**config.mk**
```make
export PLATFORM = sky130hd
export DESIGN_NAME = seg_scan_bcd
export DESIGN_NICKNAME = d
export VERILOG_FILES = /design/src/rtl/seg_pkg.sv /design/src/rtl/seg_bin2bcd.sv /design/src/rtl/seg_scan_bcd.sv
export SDC_FILE = /design/constraint.sdc
export NUM_CORES = 1
export LEC_CHECK = 0
export CAP_MARGIN = 20
export CORE_AREA = 2 2 130 132
export CTS_CLUSTER_SIZE = 16
export DETAILED_ROUTE_END_ITERATION = 8
export DIE_AREA = 0 0 132 134
export SLEW_MARGIN = 20
export SYNTH_ARGS = -nofsm -noshare
export SYNTH_HDL_FRONTEND = slang
export SYNTH_HIERARCHICAL = 1
export SYNTH_SLANG_ARGS = --single-unit
```
**constraint.sdc**
```tcl
create_clock -name clk -period 2.45 [get_ports clk]
set_input_delay 0.245 -clock clk [delete_from_list [all_inputs] [get_ports clk]]
set_output_delay 0.245 -clock clk [all_outputs]
set_load 0.02 [all_outputs]
```
**src/rtl/seg_pkg.sv**
```systemverilog
// Shared definitions for the multiplexed seven-segment scanner:
// segment patterns, constant glyphs and the load/convert/commit state type.
package seg_pkg;

  // Active-low glyphs, bit order g..a
  localparam logic [6:0] SEG_DASH  = 7'b0111111;
  localparam logic [6:0] SEG_BLANK = 7'b1111111;

  typedef enum logic [1:0] {Idle, Conv, Commit} seg_state_e;

  // Nibble to active-low g..a pattern
  function automatic logic [6:0] seg_hex(input logic [3:0] nib);
    logic [6:0] pat;
    case (nib)
      4'h0:    pat = 7'b1000000;
      4'h1:    pat = 7'b1111001;
      4'h2:    pat = 7'b0100100;
      4'h3:    pat = 7'b0110000;
      4'h4:    pat = 7'b0011001;
      4'h5:    pat = 7'b0010010;
      4'h6:    pat = 7'b0000010;
      4'h7:    pat = 7'b1111000;
      4'h8:    pat = 7'b0000000;
      4'h9:    pat = 7'b0010000;
      4'hA:    pat = 7'b0001000;
      4'hB:    pat = 7'b0000011;
      4'hC:    pat = 7'b1000110;
      4'hD:    pat = 7'b0100001;
      4'hE:    pat = 7'b0000110;
      default: pat = 7'b0001110;
    endcase
    return pat;
  endfunction

endpackage

```
**src/rtl/seg_bin2bcd.sv**
```systemverilog
// Sequential double-dabble converter: one binary bit per cycle, VAL_W cycles
// after start. done pulses in the cycle whose clock edge performs the last
// shift, so bcd_out/ovf are final from the following cycle on.
module seg_bin2bcd #(
  parameter int unsigned VAL_W  = 16,
  parameter int unsigned DIGITS = 4
) (
  input  logic                  clk,
  input  logic                  rst,
  input  logic                  start,
  input  logic [VAL_W-1:0]      bin_in,
  output logic                  done,
  output logic [4*DIGITS-1:0]   bcd_out,
  output logic                  ovf
);
  import seg_pkg::*;

  localparam int unsigned BcdW = 4 * DIGITS;
  localparam int unsigned CntW = $clog2(VAL_W + 1);

  logic [VAL_W-1:0] bin_q;
  logic [BcdW-1:0]  bcd_q;
  logic [BcdW-1:0]  bcd_adj;
  logic [CntW-1:0]  cnt_q;
  logic             run_q;
  logic             ovf_q;
  logic             last;

  // Add-3 correction on every BCD nibble of 5 or more before shifting
  always_comb begin
    bcd_adj = '0;
    for (int i = 0; i < int'(DIGITS); i++) begin
      if (bcd_q[4*i +: 4] >= 4'd5) bcd_adj[4*i +: 4] = bcd_q[4*i +: 4] + 4'd3;
      else                         bcd_adj[4*i +: 4] = bcd_q[4*i +: 4];
    end
  end

  assign last = run_q && (cnt_q == CntW'(VAL_W - 1));

  // Load on start, then shift MSB-first; a 1 leaving the top nibble is sticky overflow
  always_ff @(posedge clk) begin
    if (rst) begin
      run_q <= 1'b0;
      cnt_q <= '0;
      bin_q <= '0;
      bcd_q <= '0;
      ovf_q <= 1'b0;
    end else if (start) begin
      run_q <= 1'b1;
      cnt_q <= '0;
      bin_q <= bin_in;
      bcd_q <= '0;
      ovf_q <= 1'b0;
    end else if (run_q) begin
      bcd_q <= {bcd_adj[BcdW-2:0], bin_q[VAL_W-1]};
      bin_q <= bin_q << 1;
      ovf_q <= ovf_q | bcd_adj[BcdW-1];
      cnt_q <= cnt_q + 1'b1;
      if (last) run_q <= 1'b0;
    end
  end

  assign done    = last;
  assign bcd_out = bcd_q;
  assign ovf     = ovf_q;

endmodule

```
**src/rtl/seg_scan_bcd.sv**
```systemverilog
// Multiplexed common-anode seven-segment driver for DIGITS digits.
// A binary value is converted to BCD (or taken as hex nibbles), latched into a
// display register and scanned one digit per 2^SCAN_DIV clocks.
// Optional build macro LZ_BLANK_EN: blank leading zero digits (never digit 0).
module seg_scan_bcd #(
  parameter int unsigned DIGITS   = 4,
  parameter int unsigned VAL_W    = 16,
  parameter int unsigned SCAN_DIV = 13
) (
  input  logic              clk,
  input  logic              rst,
  input  logic [VAL_W-1:0]  disp_num,
  input  logic [DIGITS-1:0] dpdot,
  input  logic              hex_mode,
  output logic              busy,
  output logic [7:0]        segment,
  output logic [DIGITS-1:0] an
);
  import seg_pkg::*;

  localparam int unsigned NibW = 4 * DIGITS;
  localparam int unsigned ExtW = (VAL_W > NibW) ? VAL_W : NibW;
  localparam int unsigned IdxW = (DIGITS > 1) ? $clog2(DIGITS) : 1;

  seg_state_e             state_q;
  logic                   busy_q;
  logic                   hex_sel_q;
  logic [NibW-1:0]        stage_q;
  logic                   stage_ovf_q;
  logic [DIGITS-1:0][3:0] disp_q;
  logic                   disp_ovf_q;
  logic [SCAN_DIV-1:0]    presc_q;
  logic [IdxW-1:0]        idx_q;
  logic [DIGITS-1:0]      an_q;
  logic [7:0]             seg_q;

  logic                   conv_start;
  logic                   conv_done;
  logic [NibW-1:0]        conv_bcd;
  logic                   conv_ovf;
  logic [ExtW-1:0]        num_ext;
  logic [NibW-1:0]        hex_nib;
  logic                   hex_ovf;
  logic [DIGITS-1:0]      blank;
  logic [6:0]             seg_pat;

  // Hex path: zero-extend or truncate to the digit field, flag lost upper bits
  always_comb begin
    num_ext = ExtW'(disp_num);
    hex_nib = num_ext[NibW-1:0];
    hex_ovf = |(num_ext >> NibW);
  end

  assign conv_start = (state_q == Idle) && !hex_mode;

  seg_bin2bcd #(
    .VAL_W  (VAL_W),
    .DIGITS (DIGITS)
  ) u_bin2bcd (
    .clk     (clk),
    .rst     (rst),
    .start   (conv_start),
    .bin_in  (disp_num),
    .done    (conv_done),
    .bcd_out (conv_bcd),
    .ovf     (conv_ovf)
  );

  // Sample / convert / commit sequencer owning the display register
  always_ff @(posedge clk) begin
    if (rst) begin
      state_q     <= Idle;
      busy_q      <= 1'b0;
      hex_sel_q   <= 1'b0;
      stage_q     <= '0;
      stage_ovf_q <= 1'b0;
      disp_q      <= '0;
      disp_ovf_q  <= 1'b0;
    end else begin
      case (state_q)
        Idle: begin
          if (hex_mode) begin
            stage_q     <= hex_nib;
            stage_ovf_q <= hex_ovf;
            hex_sel_q   <= 1'b1;
            state_q     <= Commit;
          end else begin
            hex_sel_q <= 1'b0;
            busy_q    <= 1'b1;
            state_q   <= Conv;
          end
        end
        Conv: begin
          if (conv_done) begin
            busy_q  <= 1'b0;
            state_q <= Commit;
          end
        end
        Commit: begin
          disp_q     <= hex_sel_q ? stage_q : conv_bcd;
          disp_ovf_q <= hex_sel_q ? stage_ovf_q : conv_ovf;
          state_q    <= Idle;
        end
        default: state_q <= Idle;
      endcase
    end
  end

  // Free-running prescaler; digit index steps when it reaches all-ones
  always_ff @(posedge clk) begin
    if (rst) begin
      presc_q <= '0;
      idx_q   <= '0;
    end else begin
      presc_q <= presc_q + 1'b1;
      if (&presc_q) begin
        if (idx_q == IdxW'(DIGITS - 1)) idx_q <= '0;
        else                            idx_q <= idx_q + 1'b1;
      end
    end
  end

`ifdef LZ_BLANK_EN
  logic lead;

  // Zero digits above the first non-zero one are blanked; digit 0 never is
  always_comb begin
    blank = '0;
    lead  = 1'b1;
    for (int i = int'(DIGITS) - 1; i > 0; i--) begin
      lead     = lead & (disp_q[i] == 4'd0);
      blank[i] = lead;
    end
  end
`else
  assign blank = '0;
`endif

  // Glyph for the digit currently selected by the scan index
  always_comb begin
    if (disp_ovf_q)        seg_pat = SEG_DASH;
    else if (blank[idx_q]) seg_pat = SEG_BLANK;
    else                   seg_pat = seg_hex(disp_q[idx_q]);
  end

  // Registered pin drivers, one cycle behind the scan index
  always_ff @(posedge clk) begin
    if (rst) begin
      an_q  <= ~DIGITS'(1);
      seg_q <= 8'hC0;
    end else begin
      an_q  <= ~(DIGITS'(1) << idx_q);
      seg_q <= {~dpdot[idx_q], seg_pat};
    end
  end

  assign busy    = busy_q;
  assign an      = an_q;
  assign segment = seg_q;

endmodule

```
==> results of run 1 <==
==> logic make-up after synthesis <==
family	count (synthesis)	synth area share, %
AO/OA/AOI/OAI	115	14.68
XOR/XNOR	12	2.183
multiplexers	48	11.38
adder cells (fa/ha/maj)	22	5.716
buffers and inverters	59	5.196
AND/OR/NAND/NOR	187	18.03
flip-flops	103	42.82
==> cell type report <==
type                    count  share of cell area, %
clock buffers              12                  4.353
clock inverters             4                 0.7954
inverters                  25                  1.657
multi-input cells         384                  44.34
flip-flops and latches    103                  36.43
well taps                 220                  4.861
repair buffers             46                  7.556
==> worst max-delay path by stage <==
stage / startpoint / end / cells after the start
global placement: idx_q[0]$_SDFFE_PP0P_ / segment[5]$_SDFF_PP0_ / 5
finish: idx_q[0]$_SDFFE_PP0P_ / segment[0]$_SDFF_PP0_ / 5
CTS: idx_q[0]$_SDFFE_PP0P_ / segment[0]$_SDFF_PP0_ / 5
floorplan: idx_q[0]$_SDFFE_PP0P_ / segment[5]$_SDFF_PP0_ / 6
detailed placement: hex_mode / u_bin2bcd/bcd_out[13]$_SDFFE_PP0P_ / 6
global route: idx_q[0]$_SDFFE_PP0P_ / segment[0]$_SDFF_PP0_ / 5
==> per-layer routing <==
metal	vias to the layer above	global-route usage, %
li1	1957	-
met1	1773	15.92
met2	96	18.98
met3	15	2.910
met4	0	3.200
met5	-	0
==> synth_stat cells, types with 5 or more instances <==
library cell / n / area, um^2
xnor2_1: 9 / 78.83
ha_1: 22 / 275.3
a211oi_1: 17 / 127.6
inv_1: 25 / 93.84
or3_1: 5 / 31.28
o21ai_0: 18 / 90.09
nor3_1: 8 / 40.04
nand2_1: 50 / 187.7
mux2i_1: 39 / 390.4
clkbuf_1: 21 / 78.83
dfxtp_1: 103 / 2062
or4_1: 5 / 37.54
mux4_2: 5 / 112.6
buf_2: 8 / 40.04
nand2b_1: 11 / 68.82
nor2_1: 74 / 277.8
nand4_1: 8 / 50.05
nand3_1: 8 / 40.04
a21oi_1: 55 / 275.3
==> sequential cells by signal, summed over array words and instances (netlist names) <==
register	flops
an	4
busy	1
disp_ovf_q	1
disp_q	16
hex_sel_q	1
idx_q	2
presc_q	13
segment	8
stage_q	16
state_q	2
u_bin2bcd/bcd_out	16
u_bin2bcd/bin_q	16
u_bin2bcd/cnt_q	5
u_bin2bcd/ovf	1
u_bin2bcd/run_q	1
==> placed cells by master, fill, tap and decap left out, types with 3 or more instances in the layout <==
cell,netlist,routed
or4_1,5,5
a21oi_1,55,55
inv_1,25,25
nand2b_1,11,11
nand3_1,8,8
nand4_1,8,8
mux2_2,4,4
o311ai_1,4,4
nor2_1,74,74
ha_1,22,22
or3_1,5,5
mux2i_1,39,39
clkinv_2,0,3
mux4_2,5,5
nor3_1,8,7
clkdlybuf4s50_1,0,34
dfxtp_1,103,102
buf_4,3,11
clkbuf_16,0,9
nor3b_1,4,4
a221oi_1,4,4
a211oi_1,17,17
xnor2_1,9,9
nand2_1,50,50
o21ai_0,18,18
xor2_1,3,3
==> worst max-delay path: stages (launching register included) <==
cell and delay [ns]:
dfxtp_1 0.39, buf_4 0.20, mux4_2 0.59, and2_1 0.20, a2111oi_0 0.47, a311oi_1 0.09
==> where the power goes <==
part / switching [mW] / total (mW) / internal (mW)
combinational: 0.248 / 0.442 / 0.195
clock: 0.590 / 1.41 / 0.816
sequential: 0.0640 / 1.82 / 1.76
==> metrics by stage <==
step | hold slack, ns | worst slack, ns
2_1_floorplan | 0.3810 | 0.4541
3_3_place_gp | 0.4410 | 0.4572
3_5_place_dp | 0.4524 | 0.4156
4_1_cts | 0.4008 | 0.4106
5_1_grt | 0.4101 | 0.2460
6_report | 0.3990 | 0.3671
==> results.sh, run 1 <==
export IMPL_htree_levels=3
export IMPL_final_core_util_pct=34.76
export IMPL_fp_dieW_um=132
export IMPL_die_y_um=134
export IMPL_grtUsageTotal_pct=11.84
export IMPL_post_cts_resized=0
export IMPL_first_pass_iters=4
export IMPL_placed_cell_area_um2=5371
export IMPL_overflow=0
export IMPL_min_period_ns=2.083
export IMPL_wl_met3_um=481
export IMPL_cap_violations=0
export IMPL_power_density_nw_per_um2=648.2
export IMPL_slew_headroom_pct=59.55
export IMPL_peakVddDrop_mv=0.4564
export IMPL_route_detailed_drc=0
export IMPL_placedCellCount=778
export IMPL_fin_cells=794
export IMPL_cp_end_kind="register"
export IMPL_clk_latency_ns=0.34
export IMPL_clock_sinks=103
export IMPL_cts_buffers=9
export IMPL_min_delay_path_class="primary input to register"
export IMPL_skew_ns=0.008538
export IMPL_cts_hold_buf=0
export IMPL_worstReg2RegStart="idx_q[0]$_SDFFE_PP0P_"
export IMPL_min_period_over_period_pct=85.01
export IMPL_post_synth_cell_area_avg_um2=8.820
export IMPL_ios=36
export IMPL_nFillCells=1670
export IMPL_rr_worst_depth=5
export IMPL_initialDrtViolationCount=232
export IMPL_cts_path_max_buffers=2
export IMPL_nNetsFinal=614
export IMPL_grt_pass1_vias=3654
export IMPL_synth_top_flop_cell="dfxtp_1"
export IMPL_design_area_um2=5663
export IMPL_design_die_area_um2=17690
export IMPL_min_to="u_bin2bcd/bin_q[1]$_SDFFE_PP0P_"
export IMPL_route_met2_wl_um=4652
export IMPL_rsz0062_at_grt="no"
export IMPL_cts_tree="yes"
export IMPL_start_util_pct=29.56
export IMPL_seq_area_frac_synth_pct=42.82
export IMPL_holdPathStages=3
export IMPL_p_leak_nw=1.909
export IMPL_cp_required_ns=2.64
export IMPL_r2r_setup_slack_ns=0.37
export IMPL_dpl_hpwl_um=7302
export IMPL_wl_met1_um=4882
export IMPL_p_total_mw=3.671
export IMPL_cp_arrival_ns=2.28
export IMPL_grt_first_pass_wirelength_um=17450
export IMPL_multi_input_area_um2=2511
export IMPL_cts_setup_buffers=0
export IMPL_ys_types=49
export IMPL_regArea_um2=2063
export IMPL_worst_slew_pin_slew_ns=0.6067
export IMPL_post_drt_wl_per_cell_um=12.79
export IMPL_drt_vias_per_instance=4.838
export IMPL_drt_wl_total_um=10150
export IMPL_worstHoldStart="rst"
export IMPL_portBuffers=35
export IMPL_status="complete, no violations"
export IMPL_ant_nets=0
export IMPL_diodes=0
export IMPL_syn_nets=591
export IMPL_max_freq_ghz=0.4801
export IMPL_core_rowCount=47
export IMPL_async_flop_share_pct=0
export IMPL_hold_viol=0
export IMPL_drv_slew=0
export IMPL_path_class="register to register"
export IMPL_regToRegEndpoint="segment[0]$_SDFF_PP0_"
export IMPL_cts_root_buf="clkbuf_16"
export IMPL_synth_seq_cells=103
export IMPL_gp_congestion=0.8409
export IMPL_fp_coreArea_um2=16290
export IMPL_finalSetupViolCount=0
export IMPL_cp_max_fo=8
export IMPL_yosys_warnings=6
export IMPL_area_delta_synth_final_pct=17.59
export IMPL_grt_antenna_before_repair=0
export IMPL_worstSetupStartpointType="register"
export IMPL_grt_max_degree=57
export IMPL_drive_gt1_share_pct=7.143
export IMPL_topRoutingLayerUsed="met4"
export IMPL_syn_cell_area_um2=4816
export IMPL_fin_setup_tns_ns=0
export IMPL_num_vias=3841
export IMPL_path_clk_slew_ns=0.06
export IMPL_synth_edf_count=0
export IMPL_postSynthCellCount=546
Power figures use the tool's default switching activity.
==> run 2, diff against run 1 <==
--- a/config.mk
+++ b/config.mk
@@ -10,6 +10,7 @@
 export CTS_CLUSTER_SIZE = 16
 export DETAILED_ROUTE_END_ITERATION = 8
 export DIE_AREA = 0 0 132 134
+export REMOVE_ABC_BUFFERS = 1
 export SLEW_MARGIN = 20
 export SYNTH_ARGS = -nofsm -noshare
 export SYNTH_HDL_FRONTEND = slang
==> run 2 against run 1 <==
Compared with the run above: global-route usage is 0.28 points higher; clock power about the same; sequential share of layout area shrank 0.23 points; maximum frequency is 3.0% lower; utilization increased by 0.22 points; first-iteration DRC count grew 3.9%; critical path type unchanged; critical endpoint unchanged.
==> results.sh, run 2 (synthesis results as in run 1) <==
export IMPL_swShare_pct=25.25
export IMPL_final_common_cell="dfxtp_1"
export IMPL_path_cells="mux4_2 -> ha_1 -> and2_1 -> a2111oi_0 -> a311oi_1"
export IMPL_drv_slew=0
export IMPL_ios=36
export IMPL_route_detailed_drc=0
export IMPL_use_met3_pct=3.099
export IMPL_rsz0062_at_grt="no"
export IMPL_power_density_nw_per_um2=652.5
export IMPL_drt_vias_per_instance=4.789
export IMPL_grt_first_pass_wirelength_um=17670
export IMPL_placed_cell_area_um2=5399
export IMPL_grt_max_degree=62
export IMPL_gr_usage_met1_pct=16.27
export IMPL_grt_pass1_vias=3658
export IMPL_status="complete, no violations"
export IMPL_grt_busiest_layer="met2"
export IMPL_cp_end_kind="register"
export IMPL_gp_congestion=0.8330
export IMPL_design_die_area_um2=17690
export IMPL_p_leak_nw=1.926
export IMPL_min_to="stage_q[12]$_SDFFE_PP0P_"
export IMPL_p_total_mw=3.719
export IMPL_grt_antenna_before_repair=0
export IMPL_first_pass_iters=7
export IMPL_cp_required_ns=2.66
export IMPL_min_delay_path_class="primary input to register"
export IMPL_design_area_um2=5699
export IMPL_cts_hold_buf=0
export IMPL_path_delay_family="multiplexers"
export IMPL_max_stage_delay_ns=0.61
export IMPL_slowest_stage="mux4_2"
export IMPL_peakVddDrop_mv=0.3866
export IMPL_fin_cells=796
export IMPL_cts_buffers=9
export IMPL_rr_worst_depth=5
export IMPL_clkPwrFrac_pct=38.9
export IMPL_clk_latency_ns=0.35
export IMPL_htree_levels=3
export IMPL_path_class="register to register"
export IMPL_netSwitchingPower_uw=939.0
export IMPL_regToRegEndpoint="segment[0]$_SDFF_PP0_"
export IMPL_layout_common_cells="dfxtp_1 (102), nor2_1 (74), a21oi_1 (55)"
export IMPL_whs_ns=0.3511
export IMPL_cp_max_fo=5
export IMPL_cap_violations=0
export IMPL_num_vias=3812
export IMPL_nNetsFinal=616
export IMPL_post_drt_wl_per_cell_um=12.79
export IMPL_portBuffers=35
export IMPL_dpl_hpwl_um=7263
export IMPL_die_y_um=134
export IMPL_area_delta_synth_final_pct=18.34
export IMPL_worstSetupStartpointType="register"
export IMPL_p_int_mw=2.780
export IMPL_cts_path_max_buffers=2
export IMPL_initialDrtViolationCount=241
export IMPL_finalSetupViolCount=0
export IMPL_grtUsageTotal_pct=12.12
export IMPL_fp_coreArea_um2=16290
export IMPL_skew_ns=0.005616
export IMPL_overflow=0
export IMPL_min_period_ns=2.148
export IMPL_cts_root_buf="clkbuf_16"
export IMPL_holdPathStages=3
export IMPL_p_seq_share_pct=49.2
export IMPL_cts_setup_buffers=0
export IMPL_path_clk_slew_ns=0.07
export IMPL_post_cts_resized=0
export IMPL_core_rowCount=47
export IMPL_use_met2_pct=19.30
export IMPL_worst_slew_pin_slew_ns=0.6207
export IMPL_slew_headroom_pct=58.62
export IMPL_fin_setup_tns_ns=0
export IMPL_hold_viol=0
export IMPL_diodes=0
export IMPL_cp_arrival_ns=2.35
export IMPL_worstHoldStart="rst"
export IMPL_min_period_over_period_pct=87.67
export IMPL_ant_nets=0
export IMPL_placedCellCount=780
export IMPL_clock_sinks=103
export IMPL_crit_cells=5
export IMPL_cts_tree="yes"
export IMPL_nFillCells=1670
export IMPL_power_frac_comb_pct=11.9
export IMPL_worstReg2RegStart="idx_q[0]$_SDFFE_PP0P_"
export IMPL_path_buf_inv=0
export IMPL_drive_gt1_share_pct=7.639
export IMPL_start_util_pct=29.56
export IMPL_fp_dieW_um=132
export IMPL_drt_wl_total_um=10180
export IMPL_max_freq_ghz=0.4656
export IMPL_r2r_setup_slack_ns=0.30
==> run 2: metrics by stage <==
stage	setup slack (ns)	util [%]
finish	0.3021	34.99
global route	0.1251	34.99
CTS	0.3108	34.99
detailed placement	0.3280	33.14
global placement	0.3168	33.14
floorplan	-1.033	-
==> run 2: power groups by stage <==
stage	clock, mW	combinational [mW]	sequential, mW
4_1_cts	1.49	0.446	1.83
6_report	1.44	0.443	1.83
2_1_floorplan	0	0.248	1.88
5_1_grt	1.56	0.498	1.84
3_3_place_gp	0	0.431	1.86
3_5_place_dp	0	0.442	1.87
==> run 2: worst min-delay path, cell delays in order <==
cell,delay [ns]
buf_2,0.11
buf_4,0.24
a21oi_1,0.06
==> run 2: worst max path at each step <==
stage	from	to	slack, ns
finish	idx_q[0]$_SDFFE_PP0P_	segment[0]$_SDFF_PP0_	0.30
global route	idx_q[0]$_SDFFE_PP0P_	segment[0]$_SDFF_PP0_	0.13
CTS	idx_q[0]$_SDFFE_PP0P_	segment[0]$_SDFF_PP0_	0.31
detailed placement	idx_q[0]$_SDFFE_PP0P_	segment[0]$_SDFF_PP0_	0.33
global placement	idx_q[0]$_SDFFE_PP0P_	segment[5]$_SDFF_PP0_	0.32
floorplan	state_q[1]$_SDFFE_PP0P_	u_bin2bcd/bcd_out[2]$_SDFFE_PP0P_	-1.03
==> run 2: layer usage <==
metal,part of all wire [%],routed length [um]
met5,0,0
met4,0.85,87
met3,4.8,486
met2,45,4626
met1,49,4980
==> run 2: layout make-up <==
type	instances	area [um^2]	area share [%]
clock buffers	11	242.7	4.259
clock inverters	5	57.56	1.010
inverters	25	93.84	1.647
multi-input cells	384	2511	44.06
flip-flops and latches	103	2063	36.20
well taps	220	275.3	4.830
repair buffers	48	455.4	7.991
